<file path="src/rtl/cdr_pkg.sv">
// Shared encodings and default parameters for the bang-bang CDR phase controller.
package cdr_pkg;

  typedef enum logic {
    CDR_ACQ = 1'b0,
    CDR_TRK = 1'b1
  } cdr_mode_e;

  typedef enum logic [1:0] {
    VOTE_NULL = 2'd0,
    VOTE_UP   = 2'd1,
    VOTE_DN   = 2'd2
  } cdr_vote_e;

  localparam int CDR_PHASE_W_DEF    = 8;
  localparam int CDR_ACC_W_DEF      = 6;
  localparam int CDR_ACQ_THRESH_DEF = 4;
  localparam int CDR_TRK_THRESH_DEF = 16;
  localparam int CDR_LOCK_REV_DEF   = 4;
  localparam int CDR_LOSS_RUN_DEF   = 8;

endpackage

</file>
<file path="src/rtl/phase_vote_accumulator.sv">
// Signed early/late vote accumulator; flags a step in the cycle the vote hits +/-thr.
// Step flags are combinational from the current vote; the accumulator clears on a step or i_clr.
module phase_vote_accumulator
  import cdr_pkg::*;
#(
  parameter int ACC_W = CDR_ACC_W_DEF
) (
  input  logic             clk,
  input  logic             rst,
  input  cdr_vote_e        i_vote,
  input  logic [ACC_W-1:0] i_thr,
  input  logic             i_clr,
  output logic             o_step_up,
  output logic             o_step_dn
);

  logic signed [ACC_W-1:0] r_acc;
  logic signed [ACC_W-1:0] w_delta;
  logic signed [ACC_W-1:0] w_acc_next;
  logic signed [ACC_W-1:0] w_thr_s;

  always_comb begin
    w_delta = '0;
    case (i_vote)
      VOTE_UP: w_delta = ACC_W'(1);
      VOTE_DN: w_delta = '1;
      default: w_delta = '0;
    endcase
    w_thr_s    = $signed(i_thr);
    w_acc_next = r_acc + w_delta;
    o_step_up  = (i_vote == VOTE_UP) && (w_acc_next == w_thr_s);
    o_step_dn  = (i_vote == VOTE_DN) && (w_acc_next == -w_thr_s);
  end

  always_ff @(posedge clk or negedge rst) begin
    if (!rst) begin
      r_acc <= '0;
    end else if (i_clr || o_step_up || o_step_dn) begin
      r_acc <= '0;
    end else if (i_vote != VOTE_NULL) begin
      r_acc <= w_acc_next;
    end
  end

endmodule

</file>
<file path="src/rtl/cdr_phase_controller.sv">
// Bang-bang CDR controller driving the interpolator phase word; ACQ/TRK lock FSM under CDR_LOCK_DET_EN.
// Phase updates on the edge of the threshold-crossing vote; freeze discards votes and holds all state.
module cdr_phase_controller
  import cdr_pkg::*;
#(
  parameter int PHASE_W    = CDR_PHASE_W_DEF,
  parameter int ACC_W      = CDR_ACC_W_DEF,
  parameter int ACQ_THRESH = CDR_ACQ_THRESH_DEF,
  parameter int TRK_THRESH = CDR_TRK_THRESH_DEF,
  parameter int LOCK_REV   = CDR_LOCK_REV_DEF,
  parameter int LOSS_RUN   = CDR_LOSS_RUN_DEF
) (
  input  logic               clk,
  input  logic               rst,
  input  logic               vote_valid,
  input  logic               early,
  input  logic               late,
  input  logic               freeze,
  output logic [PHASE_W-1:0] phase,
  output logic               phase_step,
  output logic               phase_dir,
  output logic               locked,
  output logic               mode
);

  cdr_vote_e          w_vote;
  logic               w_step_up;
  logic               w_step_dn;
  logic               w_step;
  logic [ACC_W-1:0]   w_thr;
  logic               w_acc_clr;
  logic [PHASE_W-1:0] r_phase;
  logic               r_phase_step;
  logic               r_phase_dir;

  always_comb begin
    w_vote = VOTE_NULL;
    if (vote_valid && !freeze) begin
      if (early && !late)      w_vote = VOTE_UP;
      else if (late && !early) w_vote = VOTE_DN;
    end
  end

  phase_vote_accumulator #(.ACC_W(ACC_W)) u_acc (
    .clk       (clk),
    .rst       (rst),
    .i_vote    (w_vote),
    .i_thr     (w_thr),
    .i_clr     (w_acc_clr),
    .o_step_up (w_step_up),
    .o_step_dn (w_step_dn)
  );

  assign w_step = w_step_up | w_step_dn;

  always_ff @(posedge clk or negedge rst) begin
    if (!rst) begin
      r_phase      <= '0;
      r_phase_step <= 1'b0;
      r_phase_dir  <= 1'b0;
    end else begin
      r_phase_step <= w_step;
      if (w_step_up) begin
        r_phase     <= r_phase + PHASE_W'(1);
        r_phase_dir <= 1'b1;
      end else if (w_step_dn) begin
        r_phase     <= r_phase - PHASE_W'(1);
        r_phase_dir <= 1'b0;
      end
    end
  end

  assign phase      = r_phase;
  assign phase_step = r_phase_step;
  assign phase_dir  = r_phase_dir;

`ifdef CDR_LOCK_DET_EN
  localparam int REV_W = $clog2(LOCK_REV + 1);
  localparam int RUN_W = $clog2(LOSS_RUN + 1);

  cdr_mode_e        r_mode;
  cdr_mode_e        w_mode_nxt;
  logic [REV_W-1:0] r_rev_cnt;
  logic [REV_W-1:0] w_rev_nxt;
  logic [RUN_W-1:0] r_run_cnt;
  logic [RUN_W-1:0] w_run_nxt;
  logic             r_hist_vld;
  logic             w_same;

  // With no step history yet, the first step is treated as same-direction.
  always_comb begin
    w_same     = !r_hist_vld || (w_step_up == r_phase_dir);
    w_rev_nxt  = r_rev_cnt;
    w_run_nxt  = r_run_cnt;
    w_mode_nxt = r_mode;
    if (w_step) begin
      if (w_same) begin
        w_rev_nxt = '0;
        w_run_nxt = (r_run_cnt == RUN_W'(LOSS_RUN)) ? r_run_cnt : r_run_cnt + RUN_W'(1);
      end else begin
        w_run_nxt = '0;
        w_rev_nxt = (r_rev_cnt == REV_W'(LOCK_REV)) ? r_rev_cnt : r_rev_cnt + REV_W'(1);
      end
    end
    case (r_mode)
      CDR_ACQ: if (w_rev_nxt == REV_W'(LOCK_REV)) w_mode_nxt = CDR_TRK;
      CDR_TRK: if (w_run_nxt == RUN_W'(LOSS_RUN)) w_mode_nxt = CDR_ACQ;
      default: w_mode_nxt = CDR_ACQ;
    endcase
    if (w_mode_nxt != r_mode) begin
      w_rev_nxt = '0;
      w_run_nxt = '0;
    end
  end

  always_ff @(posedge clk or negedge rst) begin
    if (!rst) r_mode <= CDR_ACQ;
    else      r_mode <= w_mode_nxt;
  end

  always_ff @(posedge clk or negedge rst) begin
    if (!rst) begin
      r_rev_cnt  <= '0;
      r_run_cnt  <= '0;
      r_hist_vld <= 1'b0;
    end else begin
      r_rev_cnt <= w_rev_nxt;
      r_run_cnt <= w_run_nxt;
      if (w_step) r_hist_vld <= 1'b1;
    end
  end

  assign w_acc_clr = (w_mode_nxt != r_mode);
  assign w_thr     = (r_mode == CDR_TRK) ? ACC_W'(TRK_THRESH) : ACC_W'(ACQ_THRESH);
  assign mode      = (r_mode == CDR_TRK);
  assign locked    = (r_mode == CDR_TRK);
`else
  logic [31:0] w_unused_cfg;

  assign w_unused_cfg = ACQ_THRESH ^ LOCK_REV ^ LOSS_RUN;
  assign w_acc_clr    = 1'b0;
  assign w_thr        = ACC_W'(TRK_THRESH);
  assign mode         = 1'b0;
  assign locked       = 1'b0;
`endif

endmodule

</file>
<file path="config.mk">
export PLATFORM = sky130hd
export DESIGN_NAME = cdr_phase_controller
export DESIGN_NICKNAME = d
export VERILOG_FILES = /design/src/rtl/cdr_pkg.sv /design/src/rtl/phase_vote_accumulator.sv /design/src/rtl/cdr_phase_controller.sv
export SDC_FILE = /design/constraint.sdc
export NUM_CORES = 1
export LEC_CHECK = 0
export ABC_CLOCK_PERIOD_IN_PS = 5950
export CAP_MARGIN = 20
export CORE_ASPECT_RATIO = 0.6
export CORE_MARGIN = 4
export CORE_UTILIZATION = 45
export DETAILED_ROUTE_END_ITERATION = 8
export PLACE_DENSITY = 0.7
export SYNTH_ARGS = -nofsm -noshare
export SYNTH_HDL_FRONTEND = slang
export SYNTH_SLANG_ARGS = --single-unit
</file>
<file path="constraint.sdc">
create_clock -name clk -period 5.95 [get_ports clk]
set_input_delay 1.785 -clock clk [delete_from_list [all_inputs] [get_ports clk]]
set_output_delay 1.785 -clock clk [all_outputs]
set_load 0.01 [all_outputs]
</file>
# Word level (Yosys, flattened, before mapping)
# Index checks and enable logic that the tools add are counted.
# word_totals
mem_bits_ro	0
mem_count	0
latchBits	0
input_bits	6
register_bits	16
ramBits	0
# op_classes
bitwise_logic	1
n_eq_ne	4
muxes	10
n_lt_le_gt_ge	0
n_reduce_logical	12
n_shift	0
div	0
multipliers	0
addsub	3
# ops
cell	count
8-bit 2-to-1 mux	2
6-bit 2-to-1 mux	2
6-bit one-hot mux with 2 select lines	1
8-bit by 1-bit adder with 8-bit output, second input constant	1
8-bit by 1-bit subtractor with 8-bit output, second input constant	1
6-bit adder	1
6-bit by 5-bit equality test with 1-bit output, second input constant	1
6-bit equality test, second input constant	1
2-bit 2-to-1 mux	3
2-bit nonzero test	3
1-bit logical AND	5
1-bit logical NOT	3
2-bit by 1-bit equality test with 1-bit output, second input constant	1
2-bit equality test, second input constant	1
1-bit 2-to-1 mux	2
1-bit logical OR	1
1-bit OR	1

# Logic depth before layout (Yosys ltp)
# logic_depth
ltp_word	12
ltp_mapped	19

# Modules after synthesis
# Synthesis repeated with hierarchy kept, for this count alone.
# unflattened
cells_unflattened	157
hier_area_um2	1549.0
# modules_own_cells
module	cells_each	area_each_um2	instances
phase_vote_accumulator	89	879.6	1
cdr_phase_controller	68	669.4	1

# Worst setup path after synthesis
# No wires, ideal clock.
# synth_path
path_type	input -> register
startpoint	input vote_valid
endpoint	register r_phase[6], in the netlist phase[6]
arrival_ns	5.598
setup_time_ns	0.128
n_path_buf	1
path_stages	18
path_slack_ns	0.225
path_cell_list	nor2b_1 > and3b_1 > inv_1 > ha_1 > buf_2 > xor2_1 > ha_1 > or2_2 > a211oi_1 > nand3_2 > or2_1 > fa_1 > a21o_1 > a21oi_1 > o21bai_1 > a21oi_1 > xnor2_1 > mux2_1
# synth_via
elab_chain_cells	8
# synth_lines
item	line_no	rtl
from (decl)	cdr_phase_controller.sv:15	input logic vote_valid,
1-bit logical AND *	cdr_phase_controller.sv:38	if (vote_valid && !freeze) begin
2-bit 2-to-1 mux *	cdr_phase_controller.sv:38	
2-bit equality test or 2-bit by 1-bit equality test with 1-bit output (tied branches)	phase_vote_accumulator.sv:24, phase_vote_accumulator.sv:32, phase_vote_accumulator.sv:31	
6-bit one-hot mux with 2 select lines	phase_vote_accumulator.sv:24	case (i_vote)
6-bit adder	phase_vote_accumulator.sv:30	w_acc_next = r_acc + w_delta;
6-bit equality test or 6-bit by 5-bit equality test with 1-bit output (tied branches)	phase_vote_accumulator.sv:31, phase_vote_accumulator.sv:32	
1-bit logical AND (on tied branches)	phase_vote_accumulator.sv:31, phase_vote_accumulator.sv:32	
8-bit 2-to-1 mux or 2-bit nonzero test (tied branches)	n/a	
to (signal assigned)	cdr_phase_controller.sv:64	r_phase <= r_phase + PHASE_W'(1);
to (signal assigned)	cdr_phase_controller.sv:67	r_phase <= r_phase - PHASE_W'(1);
to (decl)	cdr_phase_controller.sv:32	logic [PHASE_W-1:0] r_phase;
# Mark *: on every way between the ends. The rest lies on a longest branch, timed or not.
# A chain may end at the register's enable or synchronous reset.

# Final worst setup path
# layout_path
startpoint	input vote_valid
endpoint	register r_phase[7], in the netlist phase[7]
# Same word-level chain as after synthesis.

==> flow_summary_export.csv <==
group,metric,value,unit
status,status,"complete, no violations",
yosys,synth_xor_area_frac,0.09091,
yosys,synth-async-reset-ratio,1.000,
routing,drcViolationCount,0,
worst_setup_path,crit_required,6.13,ns
sta,finalWorstSetupSlack,0.1792,ns
clock_tree,cts_hold_buf,0,
sta,setup_viol,0,
layout,fin_nets,205,
yosys,seq_area_frac_synth,0.2852,
hold_path,hold_class,"flip-flop to flip-flop",
global_route,overflow,0,
yosys,yosys.area_share.adder,0.1301,
sta,tightest_slew,0.7220,ns
layout,utilization,0.6175,
sta,fin_crit,5.771,ns
yosys,synth-compound-area-share,0.1586,
yosys,synth_top_family_by_area,"simple AND/OR/NAND/NOR gates",
job,drv_cap,0,
clock_tree,clock-sinks,16,
sta,slew_headroom,0.5172,
clock_tree,cts_tree,"yes",
power,leakagePower,0.9143,nW
yosys,yosysWarningCount,0,
clock_tree,root_buffer,"clkbuf_8",
floorplan,core,0.002928,mm²
global_route,antenna_found_initial,0,
clock_tree,clkLatencyLatePin,0.25,ns
routing,drt_iter0_drc,22,
sta,max_freq,0.1733,GHz
floorplan,die_y,51.27,µm
worst_setup_path,worstPathMaxFanout,6,
placed_design,io_buffers,15,
power,powerDensity,376.8,mW/mm²
placed_design,preCtsSetupSlack,-0.2142,ns
layout,layout-drive-gt1-share,0.2174,
worst_setup_path,cp_data_arrival_time,5.95,ns
power,vdd_drop_max,0.2414,mV
sta,period_share,0.9699,
worst_setup_path,endpoint_kind,"flip-flop",
floorplan,fp.dieW,80.11,µm
sta,drv_slew,0,
routing,vias_per_cell,5.133,
global_route,first_global_vias,1158,
yosys,yosys.area_share.simple,0.1783,
yosys,muxShareOfSynthArea,0.08378,
floorplan,row_count,15,
sta,grt_setup_unrepaired,"yes",
placed_design,gp_congestion,0.7975,
global_route,gr-usage-all-layers,0.1614,
floorplan,boundaryPins,18,
sta,fin_skew,0.006345,ns
routing,detail-route-antenna-nets,0,
yosys,syn-cell-area,0.001404,mm²
yosys,synth_edf_count,0,
clock_tree,htreeDepth,1,
layout,diodes,0,
yosys,synth.distinct_cells,51,
worst_setup_path,critPathLaunchType,"primary input",
clock_tree,clock_path_buffers,2,
clock_tree,cts_made_buffers,3,
sta,report.final.hold_viol_count,0,
worst_setup_path,worstSetupPathType,"primary input to flip-flop",
global_route,grt_pass1_wl,5181,µm
routing,via_count,1160,
yosys,ys_ff_latch,16,
yosys,syn_inst,148,
layout,multi_input_area,924.6,µm²
layout,seq_area,400.4,µm²
routing,firstDrtPassIters,5,
clock_tree,clkSlewWorstSetupHoldPaths,0.07,ns
layout,num-fill-cells,254,
yosys,syn_area_per_cell,9.485,µm²
layout,syn_to_final_growth,28.79,%
yosys,synth_top_flop_cell,"dfrtp_1",
floorplan,dieArea,0.004107,mm²
floorplan,start_util,0.4795,
placed_design,hpwl,2377,µm
global_route,grt_max_degree,17,
routing,wl_per_cell,13.38,µm
routing,drt_wl_total,3023,µm
state kept, by name, indices dropped and copies added (netlist names):
register and count:
phase 8, u_acc.r_acc 6, phase_dir 1, phase_step 1
worst max-delay path: stages:
cell and delay [ns]:
clkdlybuf4s50_1 0.44, nor2b_1 0.14, and3b_1 0.19, inv_1 0.06, ha_1 0.27, inv_1 0.04
ha_1 0.19, buf_4 0.15, or3_1 0.32, a311o_1 0.32, o211ai_1 0.16, nand3_2 0.13
or2_4 0.29, ha_1 0.30, a21oi_2 0.18, o211ai_1 0.14, o41a_1 0.34, nand4b_1 0.20
o22ai_2 0.15, xor2_1 0.15
cell usage in the layout (no fill, tap or decap), types with 2 or more instances in the layout:
cell	Yosys	final
nor2_1	14	14
nand3_1	3	3
nand4b_1	2	2
buf_4	2	25
ha_1	13	13
a21oi_2	1	3
and3b_1	3	3
nand2_1	6	6
o21ai_1	2	2
mux2_1	6	6
conb_1	1	2
mux2i_1	5	5
a21oi_1	6	4
inv_1	9	9
dfrtp_1	16	16
and2_1	3	3
clkbuf_8	0	4
a21o_1	4	4
clkdlybuf4s50_1	0	15
xnor2_1	7	7
and3_1	2	2
xor2_1	5	5
a31oi_1	2	2
o211ai_1	2	2
nand4_1	2	2
cell type report:
cell class	instances	area share
repair buffers	40	0.1869
flip-flops and latches	16	0.2215
multi-input cells	114	0.5114
clock buffers	4	0.03045
inverters	10	0.02076
well taps	42	0.02907
metal layers:
layer | track usage | vias to the layer above | wire (µm)
met3 | 0.04049 | 2 | 111
li1 | - | 590 | -
met2 | 0.2582 | 22 | 1352
met1 | 0.2244 | 546 | 1544
met5 | 0 | - | 0
met4 | 0.02528 | 0 | 14
kinds of logic after synthesis:
logic type / after synthesis
other: 1
DFF: 16
muxes: 11
AOI/OAI and AO/OA: 29
and+or+nand+nor: 45
buffers and inverters: 19
xor gates and xnor gates: 13
adders and majority gates: 14
timing repair:
| action | in CTS | in global routing |
|---|---|---|
| setup endpoints to repair | 0 | 4 |
| gates resized for setup | 0 | 4 |
| setup buffers | 0 | 2 |
through the flow:
| stage | cells | TNS, ns | power, mW | area, µm² | hold slack (ns) |
|---|---|---|---|---|---|
| global placement | 220 | -0.2493 | 0.5504 | 1722 | 0.4555 |
| CTS | 224 | 0 | 0.6664 | 1777 | 0.4698 |
| global route | 226 | -0.07755 | 0.7400 | 1808 | 0.4970 |
| detailed placement | 220 | -0.4999 | 0.5663 | 1722 | 0.4608 |
| finish | 226 | 0 | 0.6812 | 1808 | 0.4637 |
| floorplan | 149 | 0 | 0.4347 | 1408 | 0.4960 |
path summary, 6_finish.rpt:
check	startpoint	to	slack, ns	depth (start not counted)
setup reg to reg	u_acc.r_acc[1]	phase[7]	2.36	14
hold / removal	phase[7]	phase[7]	0.46	1
hold reg to reg	phase[7]	phase[7]	0.46	1
min in group asynchronous	rst	u_acc.r_acc[3]	1.96	1
max in group asynchronous	rst	u_acc.r_acc[2]	3.53	1
setup / recovery	vote_valid	phase[7]	0.18	20
synthesized netlist by cell type, types with 2 or more instances:
cell,instances,area (µm²)
nand3_1,3,15.01
a31oi_1,2,12.51
and3_1,2,12.51
xor2_1,5,43.79
inv_1,9,33.78
o21ai_1,2,10.01
a21o_1,4,30.03
a21oi_1,6,30.03
nand2_1,6,22.52
dfrtp_1,16,400.4
buf_2,4,20.02
xnor2_1,7,61.31
nand4_1,2,12.51
nor2_1,14,52.55
o211ai_1,2,15.01
and3b_1,3,26.28
mux2_1,6,67.56
buf_4,2,15.01
and2_1,3,18.77
ha_1,13,162.7
buf_6,2,22.52
nand4b_1,2,17.52
mux2i_1,5,50.05
report_power, final:
part	switching (mW)	leakage, nW	internal (mW)
clock	0.0399	0.0288	0.0587
sequential	0.0496	0.208	0.145
combinational	0.172	0.678	0.216
total	0.261	0.914	0.420
Note: power is estimated with default switching activity, not from simulation.
